### src/rtl/trgg_det.sv
// Dual-channel trigger qualifier: hysteresis threshold detector with a consecutive-sample
// qualifier per channel, feeding a single-entry timestamped event register (valid/ready).
module trgg_det #(
   parameter int HOLD = 8,
   parameter int TSW  = 32
) (
   input  logic           clk,
   input  logic           rst,
   input  logic [0:31]    tin,
   input  logic [15:0]    thr_hi,
   input  logic [15:0]    thr_lo,
   input  logic           enable,
   output logic [0:1]     trg,
   output logic           tvalid,
   input  logic           tready,
   output logic [TSW-1:0] tstamp,
   output logic [1:0]     tchan,
   output logic           ovf
);

   typedef enum logic [1:0] {
      ARM  = 2'd0,
      QUAL = 2'd1,
      HIGH = 2'd2
   } state_t;

   localparam logic [7:0] HOLD8 = 8'(HOLD);

   logic [0:31]    tin_r;
   logic [TSW-1:0] ts_reg;
   logic [1:0]     hit;

   always_ff @(posedge clk or negedge rst) begin
      if (!rst) begin
         tin_r  <= '0;
         ts_reg <= '0;
      end else begin
         tin_r  <= tin;
         ts_reg <= ts_reg + 1'b1;
      end
   end

   genvar gi;
   generate
      for (gi = 0; gi < 2; gi++) begin : g_ch
         state_t      st_reg;
         logic [7:0]  cnt_reg;
         logic        pend_reg;
         logic        trg_reg;
         logic [15:0] smp;
         logic [7:0]  cnt_inc;

         assign smp     = tin_r[16*gi +: 16];
         assign cnt_inc = cnt_reg + 8'd1;

         // pend_reg marks the compare that entered HIGH; the visible pulse follows one edge later
         always_ff @(posedge clk or negedge rst) begin
            if (!rst) begin
               st_reg   <= ARM;
               cnt_reg  <= 8'd0;
               pend_reg <= 1'b0;
               trg_reg  <= 1'b0;
            end else if (!enable) begin
               st_reg   <= ARM;
               cnt_reg  <= 8'd0;
               pend_reg <= 1'b0;
               trg_reg  <= 1'b0;
            end else begin
               trg_reg  <= pend_reg;
               pend_reg <= 1'b0;
               case (st_reg)
                  ARM: begin
                     if (smp >= thr_hi) begin
                        cnt_reg <= 8'd1;
                        if (HOLD8 == 8'd1) begin
                           st_reg   <= HIGH;
                           pend_reg <= 1'b1;
                        end else begin
                           st_reg <= QUAL;
                        end
                     end else begin
                        cnt_reg <= 8'd0;
                     end
                  end
                  QUAL: begin
                     if (smp < thr_hi) begin
                        st_reg  <= ARM;
                        cnt_reg <= 8'd0;
                     end else begin
                        cnt_reg <= cnt_inc;
                        if (cnt_inc == HOLD8) begin
                           st_reg   <= HIGH;
                           pend_reg <= 1'b1;
                        end
                     end
                  end
                  HIGH: begin
                     if (smp < thr_lo) begin
                        st_reg  <= ARM;
                        cnt_reg <= 8'd0;
                     end
                  end
                  default: begin
                     st_reg  <= ARM;
                     cnt_reg <= 8'd0;
                  end
               endcase
            end
         end

         assign trg[gi] = trg_reg & enable;
         assign hit[gi] = trg[gi];
      end
   endgenerate

   // tchan bit i is channel i, so the ascending trg vector is reordered through hit
   always_ff @(posedge clk or negedge rst) begin
      if (!rst) begin
         tvalid <= 1'b0;
         tstamp <= '0;
         tchan  <= 2'b00;
         ovf    <= 1'b0;
      end else begin
         if (hit != 2'b00) begin
            if (!tvalid || tready) begin
               tvalid <= 1'b1;
               tstamp <= ts_reg;
               tchan  <= hit;
            end else begin
               ovf <= 1'b1;
            end
         end else if (tready) begin
            tvalid <= 1'b0;
         end
         if (!enable) begin
            ovf <= 1'b0;
         end
      end
   end

endmodule

### config.mk
export PLATFORM = sky130hd
export DESIGN_NAME = trgg_det
export DESIGN_NICKNAME = d
export VERILOG_FILES = /design/src/rtl/trgg_det.sv
export SDC_FILE = /design/constraint.sdc
export NUM_CORES = 1
export LEC_CHECK = 0
export CAP_MARGIN = 20
export CORE_MARGIN = 2
export CORE_UTILIZATION = 40
export DETAILED_ROUTE_END_ITERATION = 8
export GPL_ROUTABILITY_DRIVEN = 0
export HOLD_SLACK_MARGIN = 0.15
export MAX_ROUTING_LAYER = met4
export PLACE_DENSITY = 0.62
export REMOVE_ABC_BUFFERS = 1
export SYNTH_ARGS = -nofsm -noshare
export SYNTH_HDL_FRONTEND = slang
export SYNTH_SLANG_ARGS = --single-unit
### constraint.sdc
create_clock -name clk -period 5.3 [get_ports clk]
set_clock_uncertainty 0.15 [all_clocks]
set_input_delay 1.59 -clock clk [delete_from_list [all_inputs] [get_ports clk]]
set_output_delay 1.59 -clock clk [all_outputs]
set_load 0.03 [all_outputs]
[Yosys cells after proc, flatten, opt, wreduce, memory -nomap -nowiden]
Cells that the tools add are included.
W data, S select, Z words.
Cells by class
  add/subtract/negate cells: 3
  order comparisons: 6
  equal/unequal tests: 15
  multiplexer cells: 38
  bitwise operators: 2
  reduce and logical (&&, ||, !) cells: 11
Operators by type and width (count)
  $lt A16 B16 Y1: 4
  $mux W8: 6
  $pmux W8 S3: 2
  $add A32 B1 Y32 const B: 1
  $ge A16 B16 Y1: 2
  $mux W2: 10
  $mux W1: 18
  $add A8 B1 Y8 const B: 2
  $eq A8 B4 Y1 const B: 2
  $ne A3 B3 Y1 const B: 4
  $pmux W2 S3: 2
  $ne A4 B4 Y1 const B: 2
  $reduce_and A2 Y1: 3
  $reduce_and A3 Y1: 2
  $eq A2 B1 Y1 const B: 2
  $eq A2 B2 Y1 const B: 2
  $logic_not A2 Y1: 2
  $ne A2 B1 Y1 const B: 2
  $reduce_bool A2 Y1: 2
  $and A1 B1 Y1: 2
  $ne A2 B2 Y1 const B: 1
  $logic_not A1 Y1: 1
  $logic_or A1 B1 Y1: 1
Storage, ports and cells
  register bits after elaboration: 124
  input bits: 68

[Longest topological paths before layout]
  word-level depth: 6
  gate-level depth with buffers: 8
  depth with buffers taken out: 8

[Least setup slack after synthesis]
OpenSTA, ideal clock, no wires.
  path type: input to output
  from: input port enable
  to: output port trg[1] (netlist name)
  arrival time: 2068 ps
  required time: 3560 ps
  slack: 1492 ps
  stages: 2
  buffers on the path: 1
  cell sequence: buf_2 > and2_1
On the way
  cells in the longest elaborated chain, start to end: 1
RTL lines
  start, declared: RTL line 12  | input logic enable,
  $and A1 B1 Y1: RTL line 111  | assign trg[gi] = trg_reg & enable;
  end, declared: RTL line 13  | output logic [0:1] trg,
Every way passes these cells.

[Final worst setup path]
  from: input port enable
  to: output port trg[0] (netlist name)
The elaborated chain is that of the path after synthesis.

==> results.py <==
metrics = {
    "power_and_ir_drop": {
        "peakVddDrop_mv": 0.223,
        "swShare": 0.243,
        "seqPwrFrac": 0.418,
        "p_leak_uw": 0.00386,
        "pwr_density_cell_nw_per_um2": 285,
        "clock_power_share": 0.499,
        "p_switching_uw": 570,
        "p_int_uw": 1780,
        "pwr-share-comb": 0.083,
    },
    "floorplanning": {
        "floorplan.initialDensity": 0.412,
        "dieArea_um2": 16800,
        "io_pins": 106,
        "core-area_um2": 15300,
        "rows": 45,
        "die_width_um": 130,
        "fp.dieH_um": 130,
    },
    "routing": {
        "drt_first_pass_iters": 5,
        "route.detailed.drc": 0,
        "detail_route.wl_per_cell_um": 15.2,
        "via_per_inst": 5.04,
        "num_vias": 4592,
        "drt_iter0_drc": 257,
        "postRouteAntennaNets": 0,
        "finalWirelength_mm": 13.8,
    },
    "setup_path": {
        "worst-setup-path-type": "input pin to primary output",
        "required_ps": 3560,
        "reg2reg_from": "tin_r[16]",
        "cp_num_buf_inv": 2,
        "cp-start-kind": "input pin",
        "end_kind": "primary output",
        "reg2reg_depth": 7,
        "ff2ff_setup_slack_ps": 2830,
        "path_delay_family": "buffers and inverters",
        "crit_chain": "clkdlybuf4s50_1 -> and2_1 -> clkdlybuf4s50_1",
        "critical_path.slowest_cell": "clkdlybuf4s50_1",
        "cpMostUsedCell": "clkdlybuf4s50_1",
        "r2r-end": "g_ch[1].cnt_reg[3]",
        "worstPathMaxFanout": 10,
        "crit_path_max_incr_delay_ps": 690,
        "worstPathArrival_ps": 3150,
    },
    "min_path": {
        "whs_endpoint": "g_ch[1].trg_reg",
        "hold_path.class": "flop to flop",
        "hold_depth": 1,
        "min_from": "g_ch[1].pend_reg",
    },
    "clock_network": {
        "cts-root-buf": "clkbuf_16",
        "cts_buffer_depth": 2,
        "cts_num_sinks": 124,
        "cts_resized": 0,
        "post-cts-setup-buffer-count": 0,
        "cts_tree": "built",
        "cts_htree_levels": 4,
        "cts-buffers-inserted": 17,
        "clock_latency_ps": 410,
        "hold_buffers": 0,
        "path_clk_slew_ps": 60,
    },
    "logic_synthesis": {
        "syn-cell-area_um2": 6310,
        "ys.flop_type": "dfrtp_1",
        "yosysSeqAreaShare": 0.492,
        "synthCells": 567,
        "ys_types": 58,
        "async_reset_ff_frac": 1.00,
        "ys_ff_latch": 124,
        "synth_top_cell_area_share": 0.492,
        "synth_edf_count": 0,
        "yosysTopAreaCell": "dfrtp_1",
        "synth-warning-count": 0,
        "synth.avg_cell_area_um2": 11.1,
        "synth_area_leaders": "dfrtp_1 49%, ha_1 13%, mux2_2 5.5%, xnor2_1 3.1%, nand2_1 2.8%",
    },
    "cells_and_area": {
        "instances_no_fill": 912,
        "multi_input_area_um2": 3030,
        "syn2layout_area_growth_pct": 30.3,
        "layout_commonest_cell": "dfrtp_1",
        "regArea_um2": 3100,
        "postLayoutCellArea_um2": 8220,
        "fillers": 1354,
        "final_cell_mix": "124 x dfrtp_1, 104 x clkdlybuf4s50_1, 67 x ha_1",
        "nNetsFinal": 822,
        "final_util": 0.537,
        "layout-drive-gt1-share": 0.120,
    },
    "run_status": {
        "status": "finished, final reports clean",
    },
    "place": {
        "portBuffers": 105,
        "dp.cells": 879,
        "place_area_um2": 7620,
        "dpl.hpwl_mm": 9.96,
    },
    "sta": {
        "rsz0062_at_grt": "no",
        "relSlewSlack": 0.560,
        "final_max_slew_viol_count": 0,
        "tns_ps": 0,
        "max_slew.worst_pin.slew_ps": 659,
        "hold_viol": 0,
        "min_period_ps": 4890,
        "final-setup-viol-count": 0,
        "fin_crit_sh": 0.923,
        "clock.fmax_mhz": 204,
    },
    "grt": {
        "grt_pass1_wl_mm": 23.2,
        "antenna_found_initial": 1,
        "grt_max_degree": 125,
        "grt-ovfl-total": 0,
        "grt_pass1_vias": 4817,
        "grt_usage": 0.182,
    },
    "job": {
        "maxCapViolations": 0,
    },
}
==> final cells by class <==
cell class,instances,area share
Antenna cell,1,0.000304
Clock buffer,18,0.0534
Clock inverter,14,0.0195
Inverter,40,0.0183
Multi-Input combinational cell,397,0.368
Sequential cell,124,0.377
Tap cell,211,0.0321
Timing Repair Buffer,107,0.131
==> cells in the mapped netlist, drive strengths merged (10+ instances only) <==
master / count
dfrtp: 124
ha: 67
nand2: 47
inv: 40
nor2: 33
mux2: 32
nand3: 30
a21oi: 28
xnor2: 22
o21ai: 20
nand4: 13
xor2: 13
and3: 10
==> metrics by stage <==
| stage | setup slack (ps) | power, uW | hold slack (ps) |
|---|---|---|---|
| final | 410 | 2350 | 304 |
| after global routing | 355 | 2450 | 331 |
| after CTS | 416 | 2380 | 307 |
| after detailed placement | 427 | 1190 | 294 |
| after global placement | 445 | 1180 | 303 |
| after floorplan | 1120 | 1090 | 284 |
==> worst reg2reg max path: stages (launching register included) <==
cell and delay, ps:
dfrtp_1 400, ha_1 320, nand4_1 160, nor4_1 460, o21ai_0 270, a31oi_4 320
o21ai_0 130, a21bo_2 200
==> power groups by stage <==
stage | logic (uW) | clock network (uW) | registers [uW]
floorplan | 96.0 | 0 | 991
global placement | 189 | 0 | 996
detailed placement | 195 | 0 | 996
CTS | 197 | 1200 | 979
global route | 223 | 1250 | 981
finish | 195 | 1170 | 980
==> how the worst max path moves through the flow <==
stage	startpoint	endpoint	depth (start not counted)
CTS	enable	trg[0]	3
global placement	enable	trg[1]	3
finish	enable	trg[0]	3
floorplan	enable	tstamp[0]	4
detailed placement	enable	trg[0]	3
global route	enable	trg[1]	3
==> cell families after synthesis <==
group | synth area share
AO/OA/AOI/OAI | 0.103
XOR/XNOR | 0.0486
adder cells (fa/ha/maj) | 0.133
buffers and inverters | 0.0293
flip-flops | 0.492
multiplexers | 0.0587
AND/OR/NAND/NOR | 0.136
==> layer usage <==
layer,up-vias,part of all wire,global-route usage
met5,-,0,-
met4,0,0.012,0.0487
met3,14,0.067,0.0690
met2,108,0.45,0.276
met1,2218,0.47,0.229
li1,2252,-,-
(Power assumes the default switching activity.)
